[config.mk]
export PLATFORM = sky130hd
export DESIGN_NAME = immgen_stage
export DESIGN_NICKNAME = d
export VERILOG_FILES = /design/src/rtl/immgen_stage.sv
export SDC_FILE = /design/constraint.sdc
export NUM_CORES = 1
export LEC_CHECK = 0
export BUFFER_PORTS_ARGS = -buffer_cell sky130_fd_sc_hd__buf_2
export CORE_MARGIN = 4
export CORE_UTILIZATION = 39
export CTS_BUF_LIST = sky130_fd_sc_hd__clkbuf_2
export DETAILED_ROUTE_END_ITERATION = 16
export PLACE_DENSITY_LB_ADDON = 0.1
export RECOVER_POWER = 100
export SLEW_MARGIN = 15
export SYNTH_ARGS = -nofsm -noshare
export SYNTH_HDL_FRONTEND = slang
export SYNTH_SLANG_ARGS = --single-unit
[constraint.sdc]
create_clock -name clk -period 5.31 [get_ports clk]
set_input_delay 1.3275 -clock clk [delete_from_list [all_inputs] [get_ports clk]]
set_output_delay 1.3275 -clock clk [all_outputs]
set_load 0.03 [all_outputs]
[src/rtl/immgen_stage.sv]
// immgen_stage: RISC-V immediate generator with PC-relative target, one-cycle
// registered output and a two-entry (main + skid) elastic buffer.
// Optional macro IMMGEN_ZIMM_EN enables the CSR zimm (Z) format on sel=5;
// without it sel=5 is reported as illegal and no zimm logic is built.
`timescale 1ns/1ps

module immgen_stage #(
    parameter int unsigned XLEN = 32
) (
    input  logic            clk,
    input  logic            rst,
    input  logic            in_valid,
    output logic            in_ready,
    input  logic [2:0]      in_sel,
    input  logic [24:0]     in_inst,
    input  logic [XLEN-1:0] in_pc,
    output logic            out_valid,
    input  logic            out_ready,
    output logic [XLEN-1:0] out_imm,
    output logic [XLEN-1:0] out_target,
    output logic            out_illegal
);

    localparam int unsigned IW = 25;

    typedef struct packed {
        logic            illegal;
        logic [XLEN-1:0] imm;
        logic [XLEN-1:0] target;
    } entry_t;

    // Instruction bits renumbered to their architectural positions [31:7]
    logic [31:7] ins_c;
    assign ins_c = in_inst[IW-1:0];

    function automatic logic [XLEN-1:0] sext32(input logic [31:0] v);
        return XLEN'($signed(v));
    endfunction

    logic [XLEN-1:0] imm_c;
    logic            illegal_c;
    entry_t          new_c;

    // Immediate formation per format select
    always_comb begin
        imm_c     = '0;
        illegal_c = 1'b0;
        case (in_sel)
            3'd0: imm_c = sext32({{20{ins_c[31]}}, ins_c[31:20]});
            3'd1: imm_c = sext32({{20{ins_c[31]}}, ins_c[31:25], ins_c[11:7]});
            3'd2: imm_c = sext32({{19{ins_c[31]}}, ins_c[31], ins_c[7],
                                  ins_c[30:25], ins_c[11:8], 1'b0});
            3'd3: imm_c = sext32({ins_c[31:12], 12'b0});
            3'd4: imm_c = sext32({{11{ins_c[31]}}, ins_c[31], ins_c[19:12],
                                  ins_c[20], ins_c[30:21], 1'b0});
`ifdef IMMGEN_ZIMM_EN
            3'd5: imm_c = XLEN'(ins_c[19:15]);
`endif
            default: illegal_c = 1'b1;
        endcase
        new_c.illegal = illegal_c;
        new_c.imm     = imm_c;
        new_c.target  = in_pc + imm_c;
    end

    entry_t main_q, main_d, skid_q, skid_d;
    logic   main_valid_q, main_valid_d, skid_valid_q, skid_valid_d;
    logic   accept_c, drain_c;

    assign accept_c = in_valid && in_ready;
    assign drain_c  = main_valid_q && out_ready;

    // Main/skid steering: skid refills main on drain, new beats fill the first free slot
    always_comb begin
        main_d       = main_q;
        main_valid_d = main_valid_q;
        skid_d       = skid_q;
        skid_valid_d = skid_valid_q;
        if (!main_valid_q || drain_c) begin
            if (skid_valid_q) begin
                main_d       = skid_q;
                main_valid_d = 1'b1;
                skid_valid_d = accept_c;
                if (accept_c) begin
                    skid_d = new_c;
                end
            end else begin
                main_valid_d = accept_c;
                if (accept_c) begin
                    main_d = new_c;
                end
            end
        end else if (accept_c) begin
            skid_valid_d = 1'b1;
            skid_d       = new_c;
        end
    end

    // State registers with synchronous reset clearing both entries
    always_ff @(posedge clk) begin
        if (rst) begin
            main_q       <= '0;
            main_valid_q <= 1'b0;
            skid_q       <= '0;
            skid_valid_q <= 1'b0;
        end else begin
            main_q       <= main_d;
            main_valid_q <= main_valid_d;
            skid_q       <= skid_d;
            skid_valid_q <= skid_valid_d;
        end
    end

    // Ready depends only on the skid flop (and reset), never on out_ready
    assign in_ready    = !skid_valid_q && !rst;
    assign out_valid   = main_valid_q;
    assign out_imm     = main_q.imm;
    assign out_target  = main_q.target;
    assign out_illegal = main_q.illegal;

endmodule

Yosys cells after proc, flatten, opt, wreduce, memory -nomap -nowiden --
Cells that the tools add are included.
Operators by class: add/sub/neg operators 1, equal/unequal tests 5, multiplexer cells 11, reduce and logical (&&, ||, !) cells 12
Operator list (count):
- $mux W65 | 5
- $pmux W32 S5 | 1
- $add A32 B32 Y32 | 1
- $eq A3 B2 Y1 const B | 2
- $mux W1 | 5
- $reduce_or A5 Y1 | 1
- $reduce_bool A2 Y1 | 2
- $eq A3 B1 Y1 const B | 1
- $eq A3 B3 Y1 const B | 1
- $logic_and A1 B1 Y1 | 3
- $logic_not A1 Y1 | 3
- $logic_not A3 Y1 | 1
- $ne A2 B2 Y1 const B | 1
- $reduce_and A2 Y1 | 1
- $logic_or A1 B1 Y1 | 1
Word-level totals: flip-flop bits (word level) 132, input port bits 64, output and inout port bits 67, logic and storage cells 37

Longest topological paths before layout --
Gate-level depths: netlist (run 1).
depth in word-level cells 6, mapped depth 17, gate-level depth less buffers 14

Worst setup path before layout (run 1) --
Ideal clock, no wire load.
kind in2reg, start input port in_sel[1], end register main_q, in the netlist out_target[28], library setup time 0.121 ns, arrival time 4.436 ns, data required time 5.189 ns, setup slack 0.753 ns, cell stages on the path 16, path buffers 3, path through clkbuf_1 maj3_1 nor2b_1 clkbuf_1 a21oi_1 inv_1 ha_1 buf_6 a21o_1 a21o_1 a21o_1 a21o_1 a2111oi_4 a2bb2oi_2 mux2i_1 nor3_2
Between the ends: word-level cells in the longest chain between the ends 5, elaborated cells on any way between the ends 9, those cells by class 1 x add/sub; 4 x eq/ne; 3 x mux; 1 x reduce/logical
RTL lines:
- start: declaration | line 14 | input logic [2:0] in_sel,
- $eq A3 B3 Y1 (tied with other cells) | line 48 | case (in_sel)
- $pmux W32 S5 (*) | line 48
- named net imm_c[21] | line 40 | logic [XLEN-1:0] imm_c;
- $add A32 B32 Y32 (*) | line 63 | new_c.target = in_pc + imm_c;
- $mux W65 (*) | line 89 | if (accept_c) begin
- $mux W65 (*) | line 80 | if (skid_valid_q) begin
- end signal: assignment | line 107 | main_q <= main_d;
- end: declaration | line 66 | entry_t main_q, main_d, skid_q, skid_d;
The timed path passes the listed nets; every way through them passes the cells marked *. The select of a mux whose other input is x is not followed. A chain may end at the register's enable or synchronous reset.

Worst setup path in the final report (run 1) --
start input port in_sel[1], end register skid_q[31] (netlist name)
Between the ends: word-level cells in the longest chain between the ends 6, elaborated cells on any way between the ends 10, those cells by class 1 x add/sub; 4 x eq/ne; 4 x mux; 1 x reduce/logical
RTL lines:
- $eq A3 B3 Y1 (tied with other cells) | line 48
- $pmux W32 S5 (*) | line 48
- named net imm_c[25] | line 40
- $add A32 B32 Y32 (*) | line 63
- $mux W65 (*) | line 84, 93
- $mux W65 | line 80
- $mux W65 (*) | line 79 | if (!main_valid_q || drain_c) begin
- end signal: assignment | line 109 | skid_q <= skid_d;
- end: declaration | line 66
Marks and branches as above.

==> results.tsv, run 1 <==
stage	metric	value	unit
synth	ys_async_sr_fraction	0	%
synth	synth_fp_nets	1106	
sta	setup_ws	746	ps
sta	relSlewSlack	-89.3	%
worst_setup_path	max_stage_delay	560	ps
synth	synth-compound-area-share	25.1	%
synth	synth_xor_area_share	3.26	%
clock_tree	tritoncts	yes	
synth	synth-simple-area-share	21.8	%
floorplan	ioPinCount	131	
worst_setup_path	path_buf_inv	4	
floorplan	die_y	147	um
global_route	grt_usage	21.7	%
synth	syn-cell-area	7520	um^2
synth	ys_seq_elements	132	
floorplan	row_count	50	
run_status	status	complete, but fails checks	
synth	yosysMostFrequentCell	nand2_1	
global_route	grt_overflow	0	
floorplan	core	18800	um^2
drt	wl_per_cell	17.4	um
global_route	grt_pass1_vias	6538	
sta	finalSetupViolCount	0	
worst_setup_path	path_delay_family	buffers and inverters	
worst_setup_path	crit_cells	15	
synth	synth_top_area_share	35.1	%
cells_and_area	fin_nets	1192	
clock_tree	cts_made_buffers	17	
synth	ys.warnings.count	0	
sta	max_freq	0.219	GHz
sta	finalWorstPathRequiredPeriod	4560	ps
synth	yosys-top-cells-area	dfxtp_1 (35%), nand2_1 (8.7%), a21oi_1 (8.1%)	
worst_hold_path	min_path_type	register to register	
worst_setup_path	rr_worst_depth	4	
worst_hold_path	hp-start	out_imm[28]$_SDFFE_PP0P_	
worst_hold_path	whs_path_depth	2	
pwr	power_density	277	nW/um^2
global_route	grt_pass1_wl	37.3	mm
cells_and_area	fin_area	8380	um^2
drt	first_pass_iters	5	
drt	drt_iter0_markers	447	
worst_setup_path	worstPathRequired	5790	ps
sta	rsz0062_at_grt	false	
cells_and_area	nFillCells	2068	
synth	synth_ff_type	dfxtp_1	
worst_setup_path	critPathArrivalTime	5050	ps
pwr	power.leakage	3.45	nW
synth	synth_mux_area_share	3.61	%
sta	hold_viol	0	
sta	tns	0	ps
worst_setup_path	start_kind	input pin	
drt	vias	7277	
synth	syn-mean-instance-area	7.45	um^2
cells_and_area	stdcell_count	1370	
drt	via_per_inst	5.31	
sta	worst_pin_slew	2840	ps
clock_tree	cts_resized	0	
clock_tree	clkSinkCount	132	
drt	wl	23.8	mm
placement	dp_worst_setup_slack	269	ps
cells_and_area	drive_gt1_share	10.5	%
sta	maxSlewViolCount	204	
placement	place_area	8330	um^2
synth	ys_top_cells_by_count	nand2_1 (175), dfxtp_1 (132), a21oi_1 (122)	
clock_tree	clock_path_buffers	2	
placement	dp_hpwl	17.3	mm
worst_setup_path	r2r-start	skid_valid_q$_SDFFE_PP0P_	
placement	gp_congestion	0.898	
synth	synth_top_area_cell	dfxtp_1	
clock_tree	clk_latency	720	ps
floorplan	die_w	147	um
sta	post-route-period-util	86.0	%
sta	whs	463	ps
synth	synth_edf_count	0	
synth	synthCells	1010	
sta	finClkSkew	41.3	ps
placement	dp_cells	1337	
run_status	violations	max-capacitance violations, max-slew violations	
worst_setup_path	crit_type	input pin to register	
placement	port_buffers	130	
synth	netlist-cell-type-count	60	
global_route	grt_max_degree	97	
flow_run	maxCapViolCount	3	
worst_setup_path	cp_cell_sequence	clkbuf_1, maj3_1, nor2b_1, clkbuf_1, a21oi_1, inv_1, ha_1, nand4_1, inv_1, nand3_1, nor3_1, o31ai_1, nor3b_1, xnor2_1, a21oi_1	
synth	synth-seq-area-share	35.1	%
worst_setup_path	crit_path_max_fanout	19	
worst_setup_path	crit_path_start	in_sel[1]	
pwr	vdd_ir_drop_max	0.000128	V
drt	drcViolationCount	0	
clock_tree	cts_setup_buffers	0	
clock_tree	clockRootBuffer	clkbuf_2	
clock_tree	cts_hold_repair.buffers	0	
cells_and_area	syn2layout_area_growth	11.4	%
drt	drtAntennaViolNets	0	
floorplan	die_area	21600	um^2
worst_setup_path	slowest_stage	clkbuf_1	
synth	synth_top_family_by_area	compound AO/OA/AOI/OAI gates	
synth	synth-adder-area-share	5.56	%
global_route	antenna_found_initial	1	
clock_tree	htreeDepth	4	
worst_setup_path	endpoint_kind	register	
floorplan	initial_core_util	39.9	%
clock_tree	path_clk_slew	200	ps
-- kinds of logic (layout without fill, tap and decap cells) --
kind of cell / after synthesis / in the layout
AOI/OAI and AO/OA: 299 / 299
xor gates and xnor gates: 28 / 28
adders and majority gates: 33 / 33
buffers and inverters: 109 / 208
DFF: 132 / 132
muxes: 27 / 27
other: 0 / 1
and+or+nand+nor: 382 / 382
-- cell type report --
class | instances | area [um^2] | share of cell area (%)
Clock inverter | 11 | 86.3 | 1.03
Sequential cell | 132 | 2640 | 31.6
Timing Repair Buffer | 143 | 656 | 7.83
Antenna cell | 1 | 2.50 | 0.0299
Inverter | 33 | 124 | 1.48
Multi-Input combinational cell | 769 | 4440 | 52.9
Clock buffer | 21 | 105 | 1.25
Tap cell | 260 | 325 | 3.88
-- metrics by stage --
step	power, W	util [%]
final	0.00232	44.5
after global routing	0.00245	44.5
after CTS	0.00235	45.2
after detailed placement	0.00178	44.2
after global placement	0.00178	44.2
after floorplan	0.00157	-
-- registers in the layout, summed over array words and instances, names as in the netlist --
register / cells
out_target: 32
out_illegal: 1
out_valid: 1
out_imm: 32
skid_q: 65
skid_valid_q: 1
-- report_power, final --
group / switching [W] / leakage (nW) / internal, W
registers: 0.0000298 / 1.08 / 0.00104
logic: 0.000453 / 2.26 / 0.000223
clock network: 0.000402 / 0.120 / 0.000169
-- cells in the final DEF (no fill, tap or decap), types with 5 or more instances in the layout --
master	netlist	routed
buf_4	0	11
o21ai_0	50	49
clkbuf_2	0	22
ha_1	31	31
a311oi_1	6	6
nand2b_1	7	7
o21a_1	7	6
a21o_1	20	20
clkbuf_1	68	70
a211oi_1	44	44
and3_1	5	5
o21bai_1	6	6
xnor2_1	12	12
nand2_1	175	175
nor2_1	119	119
buf_2	3	61
mux2i_1	26	26
a31oi_1	6	6
dfxtp_1	132	131
a21oi_1	122	123
nand3_1	16	15
nor3_1	19	19
o32ai_1	5	5
inv_1	32	32
nor2b_1	15	15
nand4_1	8	8
xor2_1	16	16
-- worst register-to-register path: cells and delay by family (launching register included) --
kind	cells	cell delay, ps
simple gates	2	2410
flops	1	550
mux	1	390
compound gates	1	120
-- per-layer routing --
| layer | track usage (%) | routed length (um) | vias to the layer above |
|---|---|---|---|
| li1 | - | - | 3684 |
| met1 | 31.2 | 11300 | 3372 |
| met2 | 34.0 | 10900 | 198 |
| met3 | 3.45 | 1280 | 23 |
| met4 | 5.27 | 338 | 0 |
| met5 | 0 | 0 | - |
-- path summary, 6_finish.rpt --
path	endpoint	slack (ps)
setup reg to reg	skid_q[16]$_SDFFE_PP0P_	1650
hold / removal	out_imm[28]$_SDFFE_PP0P_	460
setup / recovery	skid_q[31]$_SDFFE_PP0P_	750
hold reg to reg	out_imm[28]$_SDFFE_PP0P_	460
Note: power is estimated with default switching activity, not from simulation.
==> run 2, diff against run 1 <==
--- a/config.mk
+++ b/config.mk
@@ -7,9 +7,10 @@
 export LEC_CHECK = 0
 export BUFFER_PORTS_ARGS = -buffer_cell sky130_fd_sc_hd__buf_2
 export CORE_MARGIN = 4
-export CORE_UTILIZATION = 39
+export CORE_UTILIZATION = 59
 export CTS_BUF_LIST = sky130_fd_sc_hd__clkbuf_2
 export DETAILED_ROUTE_END_ITERATION = 16
+export MAX_ROUTING_LAYER = met4
 export PLACE_DENSITY_LB_ADDON = 0.1
 export RECOVER_POWER = 100
 export SLEW_MARGIN = 15
==> run 2 against run 1 <==
The flow still finishes with violations (max-capacitance violations, max-slew violations); flip-flop and latch count did not move; utilization is 24 points higher; sequential power about the same; count of clock-buffer cells in the layout down 3; final cell count decreased by 6.8%; critical path depth decreased by 1; total power is 3.2% higher; design area is 0.46% lower; critical path type unchanged.
==> results.tsv, run 2 (same netlist as run 1, synthesis figures left out) <==
stage	metric	value	unit
run_status	status	complete, but fails checks	
run_status	violations	max-capacitance violations, max-slew violations	
floorplan	row_count	40	
global_route	grt_pass1_wl	33.4	mm
clock_tree	cts_setup_buffers	0	
clock_tree	tritoncts	yes	
placement	dp_cells	1244	
worst_setup_path	path_delay_family	compound AO/OA/AOI/OAI gates	
drt	drcViolationCount	0	
drt	met3WireLength	1.43	mm
pwr	power_density	287	nW/um^2
cells_and_area	syn2layout_area_growth	10.9	%
clock_tree	path_clk_slew	200	ps
sta	finalSetupViolCount	0	
clock_tree	clock_path_buffers	2	
clock_tree	cts_made_buffers	17	
sta	whs	464	ps
worst_hold_path	min_path_type	register to register	
worst_setup_path	slowest_stage	nor2b_1	
drt	wl	21.2	mm
sta	maxSlewViolCount	306	
floorplan	die_area	14600	um^2
placement	dp_hpwl	15.4	mm
floorplan	initial_core_util	61.3	%
worst_setup_path	start_kind	input pin	
worst_setup_path	cp_common_cell	a21o_1	
cells_and_area	largest_reg_flops	65	
drt	via_per_inst	5.72	
worst_setup_path	max_stage_delay	630	ps
floorplan	ioPinCount	131	
placement	gp_congestion	1.01	
drt	wl_per_cell	16.6	um
global_route	grt_usage	29.7	%
drt	drt_iter0_markers	647	
floorplan	die_y	121	um
clock_tree	clk_latency	730	ps
sta	post-route-period-util	87.2	%
drt	top_layer_used	met4	
sta	tns	0	ps
worst_setup_path	crit_type	input pin to register	
flow_run	maxCapViolCount	4	
worst_setup_path	crit_path_max_fanout	19	
cells_and_area	fin_nets	1191	
cells_and_area	final_common_cell	nand2_1	
global_route	grt_overflow	0	
pwr	vdd_ir_drop_max	0.000259	V
pwr	power.leakage	3.48	nW
clock_tree	htreeDepth	4	
drt	first_pass_iters	5	
clock_tree	cts_resized	0	
sta	max_freq	0.216	GHz
sta	relSlewSlack	-172	%
global_route	grt_max_degree	95	
cells_and_area	stdcell_count	1277	
drt	wl_met1	9.34	mm
global_route	antenna_found_initial	1	
cells_and_area	max_flop_register	skid_q	
floorplan	core	12300	um^2
drt	vias	7302	
worst_setup_path	path_buf_inv	2	
clock_tree	cts_hold_repair.buffers	0	
floorplan	die_w	121	um
sta	finalWorstPathRequiredPeriod	4630	ps
worst_setup_path	endpoint_kind	register	
global_route	grt_pass1_vias	6690	
cells_and_area	drive_gt1_share	10.6	%
placement	port_buffers	130	
sta	hold_viol	0	
worst_setup_path	cp_cell_sequence	clkbuf_1, and2_0, nor2b_1, a21oi_1, inv_1, ha_1, a21o_1, a21o_1, a21o_1, a21o_1, a2111oi_4, a2bb2oi_2, mux2i_1, nor3_2	
worst_setup_path	critPathArrivalTime	5250	ps
worst_setup_path	worstPathRequired	5930	ps
drt	dr_wl_met2	9.93	mm
drt	drtAntennaViolNets	0	
cells_and_area	final_cell_mix	nand2_1 (175), dfxtp_1 (132), a21oi_1 (123)	
sta	finClkSkew	19.8	ps
sta	rsz0062_at_grt	false	
clock_tree	clkSinkCount	132	
sta	worst_pin_slew	4070	ps
clock_tree	clockRootBuffer	clkbuf_2	
## run 2: cell types whose count changed in the layout (fill, tap and decap cells not counted), moves of 2 or more
cell,previous run,this run
buf_4,11,8
clkinv_4,0,4
clkinv_2,2,4
clkinv_1,4,2
clkinvlp_4,3,0
bufinv_16,1,3
clkbuf_2,22,20
## run 2: worst paths after layout
kind                                                 from                           to  slack [ps]  depth (start not counted)
worst max register to register  skid_valid_q$_SDFFE_PP0P_     out_imm[31]$_SDFFE_PP0P_        1540                          6
worst min-delay path             out_imm[25]$_SDFFE_PP0P_     out_imm[25]$_SDFFE_PP0P_         460                          2
worst max-delay path                            in_sel[1]  out_target[28]$_SDFFE_PP0P_         680                         14
worst min register to register   out_imm[25]$_SDFFE_PP0P_     out_imm[25]$_SDFFE_PP0P_         460                          2
## run 2: where the power goes
group	internal, W	switching, W
clock	0.000263	0.000392
combinational	0.000224	0.000446
sequential	0.00104	0.0000270
## run 2: per-stage QoR
step | util (%) | total power (W) | worst slack, ps | area [um^2]
2_1_floorplan | - | 0.00157 | 753 | 7520
3_3_place_gp | 66.9 | 0.00176 | 369 | 8200
3_5_place_dp | 66.9 | 0.00176 | 318 | 8200
4_1_cts | 68.9 | 0.00241 | 1080 | 8450
5_1_grt | 68.0 | 0.00251 | 393 | 8340
6_report | 68.0 | 0.00239 | 678 | 8340
## run 2: metal layers
metal | up-vias | track usage (%)
met1 | 3350 | 37.4
met3 | 44 | 6.01
met2 | 227 | 48.1
met5 | - | -
li1 | 3681 | -
met4 | 0 | 9.77
## run 2: worst min-delay path, stage by stage (launching register included)
cell and delay, ps:
dfxtp_1 350, nand2_1 50, a21oi_1 50
## run 2: area by class of cell
| type | instances | area (um^2) |
|---|---|---|
| multi-input cells | 769 | 4470 |
| fillers | 1188 | 3920 |
| flip-flops and latches | 132 | 2640 |
| repair buffers | 142 | 642 |
| well taps | 168 | 210 |
| clock inverters | 14 | 161 |
| inverters | 33 | 124 |
| clock buffers | 18 | 90.1 |
| diodes | 1 | 2.50 |
